<file path="config.mk">
export PLATFORM = sky130hd
export DESIGN_NAME = vga_out_stage_flat
export DESIGN_NICKNAME = d
export VERILOG_FILES = /design/src/rtl/vga_pkg.sv /design/src/rtl/vga_out_stage_if.sv /design/src/rtl/vga_delay_line.sv /design/src/rtl/vga_out_stage.sv /design/src/flat_wrapper.sv
export SDC_FILE = /design/constraint.sdc
export NUM_CORES = 1
export LEC_CHECK = 0
export BUFFER_PORTS_ARGS = -buffer_cell sky130_fd_sc_hd__buf_4
export CAP_MARGIN = 20
export CORE_UTILIZATION = 23
export DETAILED_ROUTE_END_ITERATION = 6
export GPL_TIMING_DRIVEN = 1
export PLACE_DENSITY = 0.45
export SETUP_SLACK_MARGIN = 0.4
export SYNTH_ARGS = -nofsm -noshare
export SYNTH_HDL_FRONTEND = slang
export SYNTH_SLANG_ARGS = --single-unit
</file>
<file path="constraint.sdc">
create_clock -name clk -period 2.4 [get_ports clk]
set_input_delay 0.36 -clock clk [delete_from_list [all_inputs] [get_ports clk]]
set_output_delay 0.36 -clock clk [all_outputs]
set_load 0.01 [all_outputs]
</file>
<file path="src/rtl/vga_pkg.sv">
// Shared types and PMOD bit map for the VGA output stage.
package vga_pkg;

  typedef struct packed {
    logic [1:0] r;
    logic [1:0] g;
    logic [1:0] b;
  } rgb222_t;

  typedef enum logic {
    WAIT,
    RUN
  } out_state_t;

  // TinyVGA PMOD byte: {hsync,b0,g0,r0,vsync,b1,g1,r1}
  localparam int PMOD_HSYNC = 7;
  localparam int PMOD_B0    = 6;
  localparam int PMOD_G0    = 5;
  localparam int PMOD_R0    = 4;
  localparam int PMOD_VSYNC = 3;
  localparam int PMOD_B1    = 2;
  localparam int PMOD_G1    = 1;
  localparam int PMOD_R1    = 0;

  function automatic logic [7:0] pack_pmod(logic hs, logic vs, rgb222_t c);
    logic [7:0] p;
    p             = '0;
    p[PMOD_HSYNC] = hs;
    p[PMOD_B0]    = c.b[0];
    p[PMOD_G0]    = c.g[0];
    p[PMOD_R0]    = c.r[0];
    p[PMOD_VSYNC] = vs;
    p[PMOD_B1]    = c.b[1];
    p[PMOD_G1]    = c.g[1];
    p[PMOD_R1]    = c.r[1];
    return p;
  endfunction

  // Eight bars: each index bit drives both bits of one colour channel.
  function automatic rgb222_t bar_colour(logic [2:0] idx);
    rgb222_t c;
    c.r = {2{idx[2]}};
    c.g = {2{idx[1]}};
    c.b = {2{idx[0]}};
    return c;
  endfunction

endpackage

</file>
<file path="src/rtl/vga_out_stage_if.sv">
// Timing-chain and colour-generator signals feeding the VGA output stage.
interface vga_out_stage_if;
  logic              hsync_in;
  logic              vsync_in;
  logic              hblank_in;
  logic              vblank_in;
  logic              vnext_in;
  logic signed [9:0] hcount_in;
  logic [5:0]        rgb_in;

  modport master (
    output hsync_in, vsync_in, hblank_in, vblank_in, vnext_in, hcount_in, rgb_in
  );

  modport slave (
    input hsync_in, vsync_in, hblank_in, vblank_in, vnext_in, hcount_in, rgb_in
  );
endinterface

</file>
<file path="src/rtl/vga_delay_line.sv">
// Fixed-depth register delay line; depth 0 is a plain wire.
module vga_delay_line #(
  parameter int               WIDTH     = 1,
  parameter int               DEPTH     = 1,
  parameter logic [WIDTH-1:0] RESET_VAL = '0
) (
  input  logic             clk,
  input  logic             reset_n,
  input  logic [WIDTH-1:0] d,
  output logic [WIDTH-1:0] q
);

  if (DEPTH == 0) begin : g_wire
    logic unused_ctrl;
    assign unused_ctrl = clk ^ reset_n;
    assign q = d;
  end else begin : g_pipe
    logic [WIDTH-1:0] stage [DEPTH];

    always_ff @(posedge clk) begin
      if (!reset_n) begin
        for (int i = 0; i < DEPTH; i++) stage[i] <= RESET_VAL;
      end else begin
        stage[0] <= d;
        for (int i = 1; i < DEPTH; i++) stage[i] <= stage[i-1];
      end
    end

    assign q = stage[DEPTH-1];
  end

endmodule

</file>
<file path="src/rtl/vga_out_stage.sv">
// VGA output stage: aligns sync/blank to colour latency, holds vsync idle until the first frame boundary.
// Define TEST_PATTERN_EN to add the test_mode colour-bar override.
module vga_out_stage
  import vga_pkg::*;
#(
  parameter int PIX_LATENCY = 2,
  parameter bit HSYNC_IDLE  = 1'b1,
  parameter bit VSYNC_IDLE  = 1'b1,
  parameter int FRAME_W     = 8
) (
  input  logic               clk,
  input  logic               reset_n,
  vga_out_stage_if.slave     vin,
  input  logic               test_mode,
  output logic [7:0]         uo_out,
  output logic               frame_start,
  output logic [FRAME_W-1:0] frame_count
);

  out_state_t state;
  logic       out_run;
  logic       blank_d;
  logic       vnext_d;
  logic       run_now;
  logic [1:0] sync_d;
  rgb222_t    pix_colour;
  rgb222_t    colour;

  vga_delay_line #(.WIDTH(1), .DEPTH(PIX_LATENCY), .RESET_VAL(1'b1)) u_blank_dl (
    .clk     (clk),
    .reset_n (reset_n),
    .d       (vin.hblank_in | vin.vblank_in),
    .q       (blank_d)
  );

  // Sync is already one cycle late relative to the counters.
  vga_delay_line #(.WIDTH(2), .DEPTH(PIX_LATENCY - 1), .RESET_VAL({HSYNC_IDLE, VSYNC_IDLE})) u_sync_dl (
    .clk     (clk),
    .reset_n (reset_n),
    .d       ({vin.hsync_in, vin.vsync_in}),
    .q       (sync_d)
  );

  vga_delay_line #(.WIDTH(1), .DEPTH(PIX_LATENCY), .RESET_VAL(1'b0)) u_frame_dl (
    .clk     (clk),
    .reset_n (reset_n),
    .d       (vin.vnext_in),
    .q       (vnext_d)
  );

`ifdef TEST_PATTERN_EN
  logic [6:0] tp_d;
  logic       unused_hcount;

  assign unused_hcount = ^{vin.hcount_in[9], vin.hcount_in[5:0]};

  vga_delay_line #(.WIDTH(7), .DEPTH(PIX_LATENCY), .RESET_VAL(7'd0)) u_tp_dl (
    .clk     (clk),
    .reset_n (reset_n),
    .d       ({test_mode, bar_colour(vin.hcount_in[8:6])}),
    .q       (tp_d)
  );

  assign pix_colour = tp_d[6] ? rgb222_t'(tp_d[5:0]) : rgb222_t'(vin.rgb_in);
`else
  logic unused_tp;

  assign unused_tp  = ^{test_mode, vin.hcount_in};
  assign pix_colour = rgb222_t'(vin.rgb_in);
`endif

  // The frame pulse itself switches the output into RUN so no partial frame leaks out.
  assign run_now = out_run | vnext_d;
  assign colour  = (run_now && !blank_d) ? pix_colour : rgb222_t'(6'd0);

  always_ff @(posedge clk) begin
    if (!reset_n) begin
      state       <= WAIT;
      out_run     <= 1'b0;
      frame_start <= 1'b0;
      frame_count <= '0;
      uo_out      <= pack_pmod(HSYNC_IDLE, VSYNC_IDLE, rgb222_t'(6'd0));
    end else begin
      case (state)
        WAIT:    if (vin.vnext_in) state <= RUN;
        RUN:     if (vin.vnext_in) frame_count <= frame_count + FRAME_W'(1);
        default: state <= WAIT;
      endcase
      if (vnext_d) out_run <= 1'b1;
      frame_start <= vnext_d;
      uo_out      <= pack_pmod(sync_d[1], run_now ? sync_d[0] : VSYNC_IDLE, colour);
    end
  end

endmodule

</file>
<file path="src/flat_wrapper.sv">
// flat-port wrapper written by rule: the top's interface ports become plain ports
module vga_out_stage_flat import vga_pkg::*;
#(
  parameter int PIX_LATENCY = 2,
  parameter bit HSYNC_IDLE  = 1'b1,
  parameter bit VSYNC_IDLE  = 1'b1,
  parameter int FRAME_W     = 8
)
  (clk, reset_n, test_mode, uo_out, frame_start, frame_count, vin_hsync_in, vin_vsync_in, vin_hblank_in, vin_vblank_in, vin_vnext_in, vin_hcount_in, vin_rgb_in);
  vga_out_stage_if vin_i ();
  input  logic clk;
  input  logic reset_n;
  input  logic test_mode;
  output logic [7:0] uo_out;
  output logic frame_start;
  output logic [FRAME_W-1:0] frame_count;
  input wire logic [$bits(vin_i.hsync_in)-1:0] vin_hsync_in;
  input wire logic [$bits(vin_i.vsync_in)-1:0] vin_vsync_in;
  input wire logic [$bits(vin_i.hblank_in)-1:0] vin_hblank_in;
  input wire logic [$bits(vin_i.vblank_in)-1:0] vin_vblank_in;
  input wire logic [$bits(vin_i.vnext_in)-1:0] vin_vnext_in;
  input wire logic [$bits(vin_i.hcount_in)-1:0] vin_hcount_in;
  input wire logic [$bits(vin_i.rgb_in)-1:0] vin_rgb_in;
  assign vin_i.hsync_in = vin_hsync_in;
  assign vin_i.vsync_in = vin_vsync_in;
  assign vin_i.hblank_in = vin_hblank_in;
  assign vin_i.vblank_in = vin_vblank_in;
  assign vin_i.vnext_in = vin_vnext_in;
  assign vin_i.hcount_in = vin_hcount_in;
  assign vin_i.rgb_in = vin_rgb_in;
  vga_out_stage #(.PIX_LATENCY(PIX_LATENCY), .HSYNC_IDLE(HSYNC_IDLE), .VSYNC_IDLE(VSYNC_IDLE), .FRAME_W(FRAME_W)) u_core (.clk(clk), .reset_n(reset_n), .vin(vin_i), .test_mode(test_mode), .uo_out(uo_out), .frame_start(frame_start), .frame_count(frame_count));
endmodule
</file>
Word level (Yosys, flattened, before mapping)

Memory sizes are Yosys's and may differ from the RTL's.
Cells that the tools add are included.

Add/subtract/negate cells: 1
Mux-type cells: 10
Bitwise gates (word level): 6
Reduce and logical (&&, ||, !) cells: 6

Operator list:

| cell                                        | count |
|---|---|
| two-way mux 1 bit                           | 9 |
| adder 8 x 1 -> 8 bit, second input constant | 1 |
| OR 1 bit                                    | 6 |
| AND reduction 2 bit                         | 3 |
| two-way mux 2 bit                           | 1 |
| OR reduction 2 bit                          | 1 |
| logical AND 1 bit                           | 1 |
| logical NOT 1 bit                           | 1 |

Memories kept: 3
RAM bits: 6
Bits in registers: 19
Word-level logic and storage cells: 33
Input bits: 24

Memories:

| memory                         | depth | width | read ports | clocked after memory_dff | wr ports | line                 | text |
|---|---|---|---|---|---|---|---|
| u_core.u_blank_dl.g_pipe.stage | 2     | 1     | 2          | 0                        | 2        | vga_delay_line.sv:18 | `logic [WIDTH-1:0] stage [DEPTH];` |
| u_core.u_frame_dl.g_pipe.stage | 2     | 1     | 2          | 0                        | 2        | vga_delay_line.sv:18 |  |
| u_core.u_sync_dl.g_pipe.stage  | 1     | 2     | 1          | 0                        | 1        | vga_delay_line.sv:18 |  |

Logic depth before layout (Yosys ltp)

Word-level depth: 3
Mapped depth: 4
Mapped depth without buffers: 4

Hierarchy

A second synthesis with hierarchy kept.

Cell total of the unflattened synthesis: 78
Area total of the unflattened synthesis: 805.8 um^2

Modules (own cells, without submodules):

| module         | instances | area an instance (um^2) | cells each |
|---|---|---|---|
| vga_out_stage  | 1         | 648.1                   | 66 |
| vga_delay_line | 3         | 52.6                    | 4 |

Least setup slack after synthesis

OpenSTA, ideal clock, no wires.

Kind: reg2reg
From: register u_core.frame_count[0]
To: register u_core.frame_count[5]
Period minus slack after synthesis: 1.237 ns
Slack: 1.163 ns
Required time: 2.328 ns
Library setup time: 0.072 ns
Arrival: 1.165 ns
Cell stages (with the launch flop): 4
Cells stage by stage: dfxtp_1 nand4_2 or4_1 a21oi_1

Word-level cells in the longest chain between the ends: 1

Ends and longest elaborated chain:

| item                   | line                | text |
|---|---|---|
| start, declared        | vga_out_stage.sv:17 | `output logic [FRAME_W-1:0] frame_count` |
| start signal, assigned | vga_out_stage.sv:86 | `RUN: if (vin.vnext_in) frame_count <= frame_count + FRAME_W'(1);` |
| adder 8 x 1 -> 8 bit   | vga_out_stage.sv:86 |  |

No other way between the ends.
A chain may end at the register's enable or synchronous reset.

Worst setup path after layout

From: register u_core.state
To: register u_core.frame_count[7]

Word-level cells in the longest chain between the ends: 1

Ends and longest elaborated chain:

| item                                 | line                | text |
|---|---|---|
| start, declared                      | vga_out_stage.sv:20 | `out_state_t state;` |
| start signal, assigned               | vga_out_stage.sv:78 | `state <= WAIT;` |
| start signal, assigned               | vga_out_stage.sv:85 | `WAIT: if (vin.vnext_in) state <= RUN;` |
| start signal, assigned               | vga_out_stage.sv:87 | `default: state <= WAIT;` |
| AND reduction 2 bit (no source line) | n/a                 |  |

No other way between the ends.

==> impl_metrics.toml <==
[clock_tree]
cts.htree.levels = 1
cts_resized = 0
cts.clk_slew.worst_paths_ns = 0.13
clock_latency_ns = 0.31
cts_tree = "yes"
post_cts_buffers = 0
numCtsBuffers = 3
clock-sinks = 25
ctsHoldBuffers = 0
root_buffer = "clkbuf_4"
cts_buffer_depth = 2

[detailed_routing]
vias_per_cell = 3.91
post-route-drc-count = 0
detail_route.iter0.violations = 4
ant_nets = 0
vias = 614
wirelength_mm = 1.44
drt_first_pass_iters = 4
wl_per_cell_um = 9.14

[placed_design]
routabilityCongestion = 0.706
numPortBuffers = 29
hpwl_mm = 1.03
post-place-ws_ns = 1.03
dp_cells = 153

[floorplan]
fp.coreArea_um2 = 3360
start_util_pct = 24.1
rows = 21
die_h_um = 61.4
die_width_um = 61.4
io_pins = 41
dieArea_um2 = 3770

[critical_path]
cp_max_fo = 6
cp.required_ns = 2.64
crit_type = "register to register"
startpoint_type = "register"
arrival_ns = 1.60
ff2ff_path_depth = 3
cp-end-kind = "register"

[timing]
timing.final.ws_setup_ns = 1.05
slew_violations = 0
skew_ns = 0.00264
min_period_ns = 1.35
hold_ws_ns = 0.227
maxSlewHeadroom_pct = 78.6
fmax_ghz = 0.740
tns_ns = 0
worst_slew_pin_slew_ns = 0.318
rsz0062_at_grt = "no"
fin_crit_sh_pct = 56.3
setup_violations = 0
hold_viol = 0

[logic_synthesis]
ys_warn_count = 0
synth_cells = 78
ys_ff_latch = 25
synth-async-reset-ratio_pct = 0
netlist_area_um2 = 811
synth_edf_count = 0
syn_avg_cell_area_um2 = 10.4
ys_types = 21
synth_nets = 103
ys_seq_area_share_pct = 61.7
synth-main-ff-cell = "dfxtp_1"

[cells_and_area]
final_cells = 157
layout-drive-gt1-share_pct = 33.3
final_nets = 137
syn_to_final_growth_pct = 37.3
diodes = 0

[job]
drv_cap = 0

[outcome]
status = "finished, final reports clean"

[global_route]
antenna_found_initial = 0
grt_pass1_wl_mm = 2.43
grt_overflow = 0
grt_max_degree = 15
grt_pass1_vias = 551
grt_util_all_layers_pct = 8.89

[pwr]
max-vdd-ir-drop_v = 0.000190
pwr_density_cell_nw_per_um2 = 581
finalPower_mw = 0.647
leakagePower_nw = 0.465

[hold_path]
min_path_cells = 2
hp-class = "primary input to register"
-- worst max-delay path, stage by stage (launching register included) --
cell     delay, ns
dfxtp_1       0.45
nand4_2       0.19
or4_1         0.50
a21oi_1       0.15
-- synth_stat cells, types with 2 or more instances --
cell,n,area (um2)
or3_1,3,18.8
a21oi_1,6,30.0
nand2b_1,4,25.0
dfxtp_1,25,500
and2_1,8,50.1
o31ai_1,2,15.0
o21ai_0,4,20.0
nand4_1,2,12.5
nand3_1,3,15.0
nor2_1,5,18.8
or4_1,2,15.0
nand2_1,3,11.3
inv_1,3,11.3
-- power by group --
part | switching [mW] | internal [mW] | total, mW
registers | 0.00568 | 0.425 | 0.431
logic | 0.0145 | 0.0226 | 0.0371
clock network | 0.117 | 0.0621 | 0.179
-- layout by cell type (no fill, tap or decap) --
master	count
ha_1	1
o31ai_1	2
and2_1	8
xor2_1	1
nand4_1	2
buf_4	29
nand2_1	3
or2_2	1
a21oi_1	6
nor2_1	5
nand2b_1	4
nand4_2	1
dfxtp_1	25
inv_1	3
and2_2	1
clkinv_1	1
nand3_1	3
or3_2	1
clkbuf_4	3
o21ai_0	4
clkinv_2	1
xnor2_1	1
or3_1	3
or4_1	2
-- path summary, 6_finish.rpt --
| path | from | endpoint | slack (ns) |
|---|---|---|---|
| worst max register to register | u_core.state | u_core.frame_count[7] | 1.05 |
| worst max-delay path | u_core.state | u_core.frame_count[7] | 1.05 |
| worst min-delay path | vin_hsync_in | u_core.u_sync_dl.g_pipe.stage[0][1] | 0.23 |
| worst min register to register | u_core.u_sync_dl.g_pipe.stage[0][0] | u_core.uo_out[3] | 0.43 |
-- routing by layer --
layer / GRT usage (%) / part of all wire (%) / vias to the layer above
li1: - / - / 330
met1: 11.7 / 49 / 258
met2: 13.2 / 42 / 24
met3: 3.15 / 9.1 / 2
met4: 3.81 / 0.56 / 0
met5: 0 / 0 / -
-- through the flow --
step	util, %	area (um2)
6_report	33.1	1110
5_1_grt	33.1	1110
4_1_cts	33.1	1110
3_5_place_dp	32.3	1090
3_3_place_gp	32.3	1090
2_1_floorplan	-	811
-- state kept, by name, summed over array words and instances (netlist names) --
signal / flops
u_core.frame_count: 8
u_core.frame_start: 1
u_core.out_run: 1
u_core.state: 1
u_core.u_blank_dl.g_pipe.stage: 2
u_core.u_frame_dl.g_pipe.stage: 2
u_core.u_sync_dl.g_pipe.stage: 2
u_core.uo_out: 8
-- cell families (layout without fill, tap and decap cells) --
logic type	after synthesis	in the layout	synth area share (%)
flip-flops	25	25	61.7
XOR/XNOR	2	2	2.16
AND/OR/NAND/NOR	34	34	24.7
buffers and inverters	4	37	1.85
adder cells (fa/ha/maj)	1	1	1.54
AO/OA/AOI/OAI	12	12	8.02
-- cell type report --
class | instances | area (um2)
Timing Repair Buffer | 29 | 218
Clock buffer | 3 | 22.5
Multi-Input combinational cell | 49 | 295
Clock inverter | 1 | 5.00
Tap cell | 46 | 57.6
Sequential cell | 25 | 500
Fill cell | 371 | 2250
Inverter | 4 | 15.0
No activity file was read; power rests on OpenSTA's default activity.
